===== src/rtl/pc_flow_unit_pkg.sv =====
`default_nettype none
// ---------------------------------------------------------------------------
// Module  : pc_flow_unit_pkg
// Brief   : State encoding and address-arithmetic constants for the PC stage.
// Revision: 1.0 - initial release
// ---------------------------------------------------------------------------
package pc_flow_unit_pkg;

    localparam logic [1:0] c_state_boot  = 2'd0;
    localparam logic [1:0] c_state_run   = 2'd1;
    localparam logic [1:0] c_state_stall = 2'd2;

    localparam int unsigned c_pc_inc       = 4;
    localparam int unsigned c_offset_shift = 2;

endpackage
`default_nettype wire


===== src/rtl/pc_flow_unit_target_adder.sv =====
`default_nettype none
// ---------------------------------------------------------------------------
// Module  : pc_target_adder
// Brief   : Sequential PC+4 and word-offset branch/jump target arithmetic.
// Revision: 1.0 - initial release
// ---------------------------------------------------------------------------
module pc_target_adder
    import pc_flow_unit_pkg::*;
#(
    parameter int PC_WIDTH = 32
) (
    input  logic [PC_WIDTH-1:0] i_pc,
    input  logic [7:0]          i_offset,
    output logic [PC_WIDTH-1:0] o_pc_plus4,
    output logic [PC_WIDTH-1:0] o_target
);

    logic [PC_WIDTH-1:0] w_offset_ext;

    // Offset counts instruction words, so it becomes a byte displacement after the shift.
    assign w_offset_ext = {{(PC_WIDTH-8){i_offset[7]}}, i_offset};
    assign o_pc_plus4   = i_pc + PC_WIDTH'(c_pc_inc);
    assign o_target     = o_pc_plus4 + (w_offset_ext << c_offset_shift);

endmodule
`default_nettype wire


===== src/rtl/pc_flow_unit.sv =====
`default_nettype none
// ---------------------------------------------------------------------------
// Module  : pc_flow_unit
// Brief   : Program counter / flow control with stall hold and event counters.
// Revision: 1.0 - initial release
// ---------------------------------------------------------------------------
module pc_flow_unit
    import pc_flow_unit_pkg::*;
#(
    parameter int                 PC_WIDTH  = 32,
    parameter logic [PC_WIDTH-1:0] RESET_PC = '0,
    parameter int                 CNT_WIDTH = 16
) (
    input  logic                 CLK,
    input  logic                 RESET,
    input  logic                 BUSYWAIT,
    input  logic                 JUMP,
    input  logic                 BRANCH,
    input  logic                 BRANCH_NE,
    input  logic                 ZERO,
    input  logic [7:0]           OFFSET,
    output logic [PC_WIDTH-1:0]  PC,
    output logic [PC_WIDTH-1:0]  PC_PLUS4,
    output logic                 TAKEN,
    output logic                 STALLED,
    output logic [CNT_WIDTH-1:0] TAKEN_COUNT,
    output logic [CNT_WIDTH-1:0] STALL_COUNT
);

    logic [1:0]           r_state;
    logic [1:0]           w_state_next;
    logic [PC_WIDTH-1:0]  r_pc;
    logic [PC_WIDTH-1:0]  w_pc_next;
    logic                 r_stalled;
    logic                 w_stalled_next;
    logic [CNT_WIDTH-1:0] r_taken_cnt;
    logic [CNT_WIDTH-1:0] r_stall_cnt;
    logic                 w_taken_inc;
    logic                 w_stall_inc;
    logic                 w_taken;
    logic [PC_WIDTH-1:0]  w_pc_plus4;
    logic [PC_WIDTH-1:0]  w_target;

    pc_target_adder #(
        .PC_WIDTH (PC_WIDTH)
    ) u_target_adder (
        .i_pc       (r_pc),
        .i_offset   (OFFSET),
        .o_pc_plus4 (w_pc_plus4),
        .o_target   (w_target)
    );

    assign w_taken = JUMP | (BRANCH & ZERO) | (BRANCH_NE & ~ZERO);

    always_ff @(posedge CLK or negedge RESET) begin
        if (!RESET) begin
            r_state   <= c_state_boot;
            r_pc      <= RESET_PC;
            r_stalled <= 1'b0;
        end else begin
            r_state   <= w_state_next;
            r_pc      <= w_pc_next;
            r_stalled <= w_stalled_next;
        end
    end

    always_comb begin
        w_state_next   = r_state;
        w_pc_next      = r_pc;
        w_stalled_next = r_stalled;
        w_taken_inc    = 1'b0;
        w_stall_inc    = 1'b0;
        case (r_state)
            c_state_boot: begin
                w_state_next   = c_state_run;
                w_stalled_next = 1'b0;
            end
            c_state_run, c_state_stall: begin
                if (BUSYWAIT) begin
                    w_state_next   = c_state_stall;
                    w_stalled_next = 1'b1;
                    w_stall_inc    = 1'b1;
                end else begin
                    w_state_next   = c_state_run;
                    w_stalled_next = 1'b0;
                    w_pc_next      = w_taken ? w_target : w_pc_plus4;
                    w_taken_inc    = w_taken;
                end
            end
            default: begin
                w_state_next   = c_state_run;
                w_stalled_next = 1'b0;
            end
        endcase
    end

    // Counters stick at all-ones rather than wrapping.
    always_ff @(posedge CLK or negedge RESET) begin
        if (!RESET) begin
            r_taken_cnt <= '0;
            r_stall_cnt <= '0;
        end else begin
            if (w_taken_inc && !(&r_taken_cnt)) begin
                r_taken_cnt <= r_taken_cnt + 1'b1;
            end
            if (w_stall_inc && !(&r_stall_cnt)) begin
                r_stall_cnt <= r_stall_cnt + 1'b1;
            end
        end
    end

    assign PC          = r_pc;
    assign PC_PLUS4    = w_pc_plus4;
    assign TAKEN       = w_taken;
    assign STALLED     = r_stalled;
    assign TAKEN_COUNT = r_taken_cnt;
    assign STALL_COUNT = r_stall_cnt;

endmodule
`default_nettype wire


===== config.mk =====
export PLATFORM = sky130hd
export DESIGN_NAME = pc_flow_unit
export DESIGN_NICKNAME = d
export VERILOG_FILES = /design/src/rtl/pc_flow_unit_pkg.sv /design/src/rtl/pc_flow_unit_target_adder.sv /design/src/rtl/pc_flow_unit.sv
export SDC_FILE = /design/constraint.sdc
export NUM_CORES = 1
export LEC_CHECK = 0
export CAP_MARGIN = 20
export CORE_AREA = 2 2 125 127
export DETAILED_ROUTE_END_ITERATION = 6
export DIE_AREA = 0 0 127 129
export PLACE_DENSITY = 0.65
export SLEW_MARGIN = 20
export SYNTH_ARGS = -nofsm -noshare
export SYNTH_HDL_FRONTEND = slang
export SYNTH_HIERARCHICAL = 1
export SYNTH_SLANG_ARGS = --single-unit

===== constraint.sdc =====
create_clock -name CLK -period 8.35 [get_ports CLK]
set_clock_uncertainty 0.1 [all_clocks]
set_input_delay 2.505 -clock CLK [delete_from_list [all_inputs] [get_ports CLK]]
set_output_delay 2.505 -clock CLK [all_outputs]
set_load 0.005 [all_outputs]

==> results of run 1 <==
registers in the layout, summed over array words and instances, names as in the netlist:
| signal | flops |
|---|---|
| TAKEN_COUNT | 16 |
| PC | 32 |
| STALL_COUNT | 16 |
| r_state | 1 |
| STALLED | 1 |
path summary, 6_finish.rpt:
| kind | from | endpoint | slack (ps) | cells past startpoint |
|---|---|---|---|---|
| max in group asynchronous | RESET | PC[17]$_DFFE_PN0P_ | 5320 | 2 |
| setup reg to reg | PC[4]$_DFFE_PN0P_ | PC[30]$_DFFE_PN0P_ | 3870 | 15 |
| hold reg to reg | TAKEN_COUNT[15]$_DFFE_PN0P_ | TAKEN_COUNT[15]$_DFFE_PN0P_ | 410 | 1 |
| min in group asynchronous | RESET | STALL_COUNT[0]$_DFFE_PN0P_ | 2250 | 2 |
| setup / recovery | ZERO | TAKEN | 1780 | 5 |
| hold / removal | TAKEN_COUNT[15]$_DFFE_PN0P_ | TAKEN_COUNT[15]$_DFFE_PN0P_ | 410 | 1 |
worst max-delay path, stage by stage:
cell	delay (ps)
clkdlybuf4s50_1	460
mux2_2	370
nor2_4	120
inv_1	70
clkdlybuf4s50_1	440
per-layer routing:
metal  routed length, um  global-route usage [%]  vias to the layer above
li1                    -                       -                     2292
met5                   0                       0                        -
met3                 945                    4.78                       16
met1                6570                    23.3                     2259
met4                 198                    5.49                        0
met2                6240                    27.7                      155
final cells by class:
| cell class | count | area, sq um |
|---|---|---|
| Tap cell | 188 | 235 |
| Clock buffer | 10 | 229 |
| Multi-Input combinational cell | 473 | 3380 |
| Inverter | 9 | 33.8 |
| Fill cell | 1426 | 8240 |
| Clock inverter | 6 | 67.6 |
| Timing Repair Buffer | 115 | 1140 |
| Sequential cell | 66 | 1650 |
cells by family after synthesis:
kind of cell | after synthesis | share of synthesized area, %
DFF | 66 | 31.9
adders and majority gates | 36 | 8.84
muxes | 36 | 7.05
buffers and inverters | 34 | 3.02
AOI/OAI and AO/OA | 109 | 12.8
and+or+nand+nor | 204 | 21.5
xor gates and xnor gates | 88 | 14.9
Yosys cell counts (2+ instances only):
cell type,instances
a21boi_0,2
o31ai_1,2
o21ai_0,46
a21o_1,5
nor4_4,2
clkbuf_1,16
nor4b_1,2
nor2b_1,3
nand2_1,70
nor4_1,11
nor2_2,3
nor3b_1,2
buf_4,7
nor4_2,2
nand4_1,26
mux2_2,4
mux2i_1,32
a31oi_1,2
buf_2,2
nor2_1,14
o21bai_1,5
xnor2_1,41
inv_1,9
and4_1,8
dfrtp_1,66
nor3_1,15
nand3_1,25
a21oi_1,30
ha_1,35
o211ai_1,2
xor2_1,47
o21a_1,2
and2_1,7
o221ai_1,2
and3_1,8
placed cells by master (no fill, tap or decap), drive strengths merged, types with 10 or more instances in the layout:
master | synthesis | final
clkdlybuf4s50 | 0 | 111
nor4 | 15 | 15
nand4 | 27 | 27
xor2 | 47 | 47
ha | 35 | 35
clkbuf | 16 | 10
a21oi | 31 | 31
mux2i | 32 | 32
nand2 | 70 | 70
xnor2 | 41 | 41
dfrtp | 66 | 66
nand3 | 25 | 25
nor2 | 17 | 17
nor3 | 15 | 15
o21ai | 46 | 46
stage by stage:
stage          power [mW]  utilization [%]  cells
6_report             2.40             45.0    867
5_1_grt              2.62             45.0    867
4_1_cts              2.42             45.0    867
3_5_place_dp         2.02             43.0    851
3_3_place_gp         1.99             43.0    851
2_1_floorplan        1.44                -    573
where the power goes:
part / switching [mW] / leakage [nW] / internal (mW)
clock network: 0.152 / 0.139 / 0.232
logic: 0.731 / 1.87 / 0.721
registers: 0.143 / 0.852 / 0.426
total: 1.03 / 2.86 / 1.38
==> summary.md, run 1 <==
| Metric | Value |
|---|---|
| DP HPWL | 10,300 um |
| Synth area leader | dfrtp_1 |
| Drt total wl | 14,000 um |
| Deepest clock path buffer count | 2 |
| Ys async rst share | 100% |
| Ports | 113 |
| Slew HR | 29.6% |
| Max Cap Viol | 0 |
| Post-Syn Area | 5180 sq um |
| Worst-Margin Slew | 1050 ps |
| Die area | 16,400 sq um |
| CP Launch Type | primary input |
| Via density | 5.45 |
| Fin crit share | 78.7% |
| Final worst slack | 1780 ps |
| Drt drc | 0 |
| First-pass GRT wire length | 23,100 um |
| Layout cell share with drive strength beyond 1 | 5.45% |
| RSZ-0062 raised after global routing | false |
| Setup TNS Final | 0 ps |
| CTS tree | done |
| Drt first pass iters | 4 |
| Pwr dens | 357 nW/um^2 |
| Root Driver | clkbuf_16 |
| CTS Sinks | 66 |
| Clock-pin slew on the worst setup and hold paths | 60 ps |
| Layout area overhead | 30.0% |
| Pin count of the biggest net entering global routing | 67 |
| Synth top area share | 31.9% |
| Hold Path Class | reg -> reg |
| Sequential area share after synthesis | 31.9% |
| Routability cong. | 0.918 |
| Hold-fix buffer count after cts | 0 |
| Tmin final | 6570 ps |
| Worst Setup Slack post-DPL | 1760 ps |
| Highest clock rate | 152 MHz |
| Layout Cell Area excl Fill | 6730 sq um |
| Synthesis-stage register bit count | 66 |
| Post-synth cell types | 53 |
| Post-CTS resize count | 0 |
| Final setup violation count | 0 |
| H-tree depth | 3 |
| DR iter-0 viols | 210 |
| Initial antenna violation count | 0 |
| Postcts setup bufs | 0 |
| Syn avg cell area | 9.04 sq um |
| Cell Area, Placed | 6440 sq um |
| Status | finished clean |
| Crit. End Element | output port |
| Syn Nets | 624 |
| Antenna-violating nets left | 0 |
| Total number of yosys warnings | 6 |
| CTS Buf Count | 9 |
| Vias in the first global route | 4,630 |
| # rows | 45 |
| Cells after Synth | 573 |
| Nets | 725 |
| Worst vdd ir | 0.185 mV |
| Final Hold Slack | 407 ps |
| Area contributors post-synth | dfrtp_1, ha_1, xor2_1, xnor2_1, mux2i_1 |
| Top FF cell, synth | dfrtp_1 |
| Die X | 127 um |
| Worst skew pair latency | 340 ps |
| Core Area | 15,000 sq um |
| PortBufs | 112 |
| Die Y-Extent | 129 um |
| Crit path kind | in -> out |
| WP data required | 5750 ps |
| Leak | 2.86 nW |
| Total GRT Usage | 17.4% |
| Number of enable flip-flop cells after synthesis | 0 |
| Slew Limit Fails | 0 |
| Data arrival time of the critical path | 3970 ps |
| WL/cell | 16.1 um |
| Vias | 4,722 |
| GRT Residual Overflow | 0 |
| Final hold viol count | 0 |
| Starting Density | 34.6% |
| Crit path max fanout | 2 |
| Antenna diodes | 0 |
Note: power is estimated with default switching activity, not from simulation.
==> run 2: changes to the inputs <==
--- a/config.mk
+++ b/config.mk
@@ -9,7 +9,7 @@
 export CORE_AREA = 2 2 125 127
 export DETAILED_ROUTE_END_ITERATION = 6
 export DIE_AREA = 0 0 127 129
-export PLACE_DENSITY = 0.65
+export PLACE_DENSITY = 0.67
 export SLEW_MARGIN = 20
 export SYNTH_ARGS = -nofsm -noshare
 export SYNTH_HDL_FRONTEND = slang
==> constraint.sdc (replaced) <==
create_clock -name CLK -period 5.5 [get_ports CLK]
set_clock_uncertainty 0.1 [all_clocks]
set_input_delay 1.65 -clock CLK [delete_from_list [all_inputs] [get_ports CLK]]
set_output_delay 1.65 -clock CLK [all_outputs]
set_load 0.005 [all_outputs]
==> run 2 against run 1 <==
Hold slack got worse by 1.1 ps. Via count decreased by 1.7%. Design area increased by 0.17%. Utilization increased by 0.075 points. Count of clock-buffer cells in the layout decreased by 1.
==> summary.md, run 2 (same netlist as run 1, synthesis figures left out) <==
| Metric | Value |
|---|---|
| Hold Path Class | reg -> reg |
| Pwr dens | 544 nW/um^2 (+52%) |
| Layout cell share with drive strength beyond 1 | 5.74% (+0.29 points) |
| Comb pwr share | 60.1% (-0.3 points) |
| Cells along the critical path | and4_1 -> and4_1 -> and2_1 -> nand2_1 -> nor2_1 -> nand4_1 -> xnor2_1 -> clkdlybuf4s50_1 |
| WP data required | 3750 ps (-2000 ps) |
| CTS Sinks | 66 (unchanged) |
| Postcts setup bufs | 0 (unchanged) |
| Worst-Margin Slew | 1010 ps (-44.2 ps) |
| Vias | 4,643 (-1.7%) |
| Pin count of the biggest net entering global routing | 65 (-3.0%) |
| First-pass GRT wire length | 23,300 um (+0.75%) |
| Worst skew pair latency | 350 ps (about the same) |
| Slew HR | 32.5% (+2.9 points) |
| Ports | 113 (unchanged) |
| Initial antenna violation count | 0 (unchanged) |
| R2R depth | 16 (+1) |
| # placed instances | 851 (unchanged) |
| Layout Cell Area excl Fill | 6740 sq um (+0.17%) |
| GRT Residual Overflow | 0 (unchanged) |
| PortBufs | 112 (unchanged) |
| WL/cell | 16.3 um (+1.3%) |
| Largest delay share family, worst path | simple AND/OR/NAND/NOR gates |
| Final hold viol count | 0 (unchanged) |
| Post-Layout Cell Count | 867 (unchanged) |
| Highest clock rate | 197 MHz |
| Total GRT Usage | 17.7% (+0.25 points) |
| CTS tree | done |
| Root Driver | clkbuf_16 |
| Stages on the worst setup path | 8 (+3) |
| H-tree depth | 3 (unchanged) |
| Fin crit share | 92.5% |
| # fillers | 1,448 (+1.5%) |
| Clk network pwr share | 16.3% (+0.4 points) |
| Tmin final | 5090 ps |
| Leak | 2.87 nW (+0.19%) |
| Drt total wl | 14,100 um (+1.3%) |
| Critical path's most frequent cell | and4_1 |
| Die area | 16,400 sq um (unchanged) |
| Data arrival time of the critical path | 3340 ps (-630 ps) |
| Vias in the first global route | 4,655 (+0.54%) |
| Layout area overhead | 30.2% |
| Int Power | 2.10 mW (+52%) |
| Max Cap Viol | 0 (unchanged) |
| Pwr Total | 3.67 mW (+53%) |
| Routability cong. | 0.868 (-5.4%) |
| Crit path max fanout | 7 (+5) |
| Die X | 127 um (unchanged) |
| Critical-path top delay cell | clkdlybuf4s50_1 |
| Worst Hold Depth | 1 (unchanged) |
| Post-CTS resize count | 0 (unchanged) |
| RSZ-0062 raised after global routing | false |
| Status | finished clean |
| Cell Area, Placed | 6440 sq um (about the same) |
| Drt first pass iters | 6 (+2) |
| Sw Share | 42.9% (+0.20 points) |
| Commonest non-fill, non-tap cells in the layout | clkdlybuf4s50_1, nand2_1, dfrtp_1, xor2_1, o21ai_0 |
| Slew Limit Fails | 0 (unchanged) |
| CTS Buf Count | 9 (unchanged) |
| Drt drc | 0 (unchanged) |
| Sw Pwr | 1.57 mW (+53%) |
| Crit. End Element | output port |
| Nets | 725 (unchanged) |
| Final Hold Slack | 406 ps (-1.05 ps) |
| Antenna diodes | 0 (unchanged) |
| Die Y-Extent | 129 um (unchanged) |
| Slowest cell delay on critical path | 580 ps (+120 ps) |
| Largest register FFs | 32 (unchanged) |
| Crit path kind | reg -> out |
| Clock-pin slew on the worst setup and hold paths | 60 ps (about the same) |
| DR iter-0 viols | 212 (+0.95%) |
| Sequential fraction of design power | 23.5% (-0.2 points) |
| Core Area | 15,000 sq um (unchanged) |
| Hold-fix buffer count after cts | 0 (unchanged) |
| Starting Density | 34.6% (unchanged) |
| Via density | 5.36 (-1.7%) |
| Crit path buf inv count | 1 (-2) |
| DP HPWL | 10,800 um (+4.1%) |
| Final setup violation count | 0 (unchanged) |
| Antenna-violating nets left | 0 (unchanged) |
| Setup TNS Final | 0 ps (unchanged) |
| Most common cell after layout, fill and taps aside | clkdlybuf4s50_1 |
| Deepest clock path buffer count | 2 (unchanged) |
| CP Launch Type | register |
| # rows | 45 (unchanged) |
| Worst vdd ir | 0.262 mV (+41%) |
[run 2: cell count changes in the layout (fill, tap and decap cells not counted), sizes merged]
cell	delta
inv	+4
clkinv	-3
clkbuf	-1
[run 2: final cells by class]
type                            instances  area [sq um]  area share, %
Multi-Input combinational cell        473          3380           50.1
Sequential cell                        66          1650           24.5
Clock buffer                            9           225           3.34
Tap cell                              188           235           3.49
Timing Repair Buffer                  115          1140           16.9
Clock inverter                          7          80.1           1.19
Inverter                                9          33.8          0.501
[run 2: worst paths after layout]
path                                        startpoint  slack, ps                     endpoint
max reg2reg                          PC[4]$_DFFE_PN0P_       1130           PC[29]$_DFFE_PN0P_
max in group asynchronous                        RESET       3060           PC[29]$_DFFE_PN0P_
min in group asynchronous                        RESET       1260   STALL_COUNT[1]$_DFFE_PN0P_
min reg2reg                TAKEN_COUNT[15]$_DFFE_PN0P_        410  TAKEN_COUNT[15]$_DFFE_PN0P_
min                        TAKEN_COUNT[15]$_DFFE_PN0P_        410  TAKEN_COUNT[15]$_DFFE_PN0P_
max                                  PC[4]$_DFFE_PN0P_        410                 PC_PLUS4[25]
[run 2: worst register-to-register path, stage by stage (launching register included)]
cell and delay, ps:
dfrtp_1 460, and4_1 310, and4_1 340, and2_1 330
nor2b_1 350, nand2_1 140, xnor2_1 340, ha_1 390
a21oi_1 270, o21bai_1 90, a21oi_1 160, o21ai_0 100
a31oi_1 300, o21ai_0 170, xor2_1 160, mux2i_1 120
o21ai_0 80
[run 2: metrics by stage]
| step | util (%) | setup slack (ps) |
|---|---|---|
| floorplan | - | 1240 |
| CTS | 45.0 | 397 |
| global placement | 43.0 | 632 |
| detailed placement | 43.0 | 621 |
| global route | 45.0 | 137 |
| finish | 45.0 | 413 |
[run 2: layer usage]
layer / global-route usage, % / wire, um / up-vias
li1: - / - / 2291
met1: 23.3 / 6540 / 2220
met2: 28.9 / 6650 / 118
met3: 4.49 / 770 / 14
met4: 5.30 / 171 / 0
met5: 0 / 0 / -
[run 2: power groups by stage]
stage	clock [mW]	combinational (mW)	sequential [mW]
floorplan	0	1.34	0.839
global placement	0	2.17	0.859
detailed placement	0	2.20	0.869
CTS	0.615	2.22	0.863
global route	0.634	2.46	0.897
finish	0.600	2.21	0.863
==> run 3: changes to the inputs <==
--- a/config.mk
+++ b/config.mk
@@ -7,6 +7,7 @@
 export LEC_CHECK = 0
 export CAP_MARGIN = 20
 export CORE_AREA = 2 2 125 127
+export CTS_CLUSTER_SIZE = 28
 export DETAILED_ROUTE_END_ITERATION = 6
 export DIE_AREA = 0 0 127 129
 export PLACE_DENSITY = 0.67
==> results of run 3 <==
The final DEF is identical to that of run 2; final timing and power are the same.
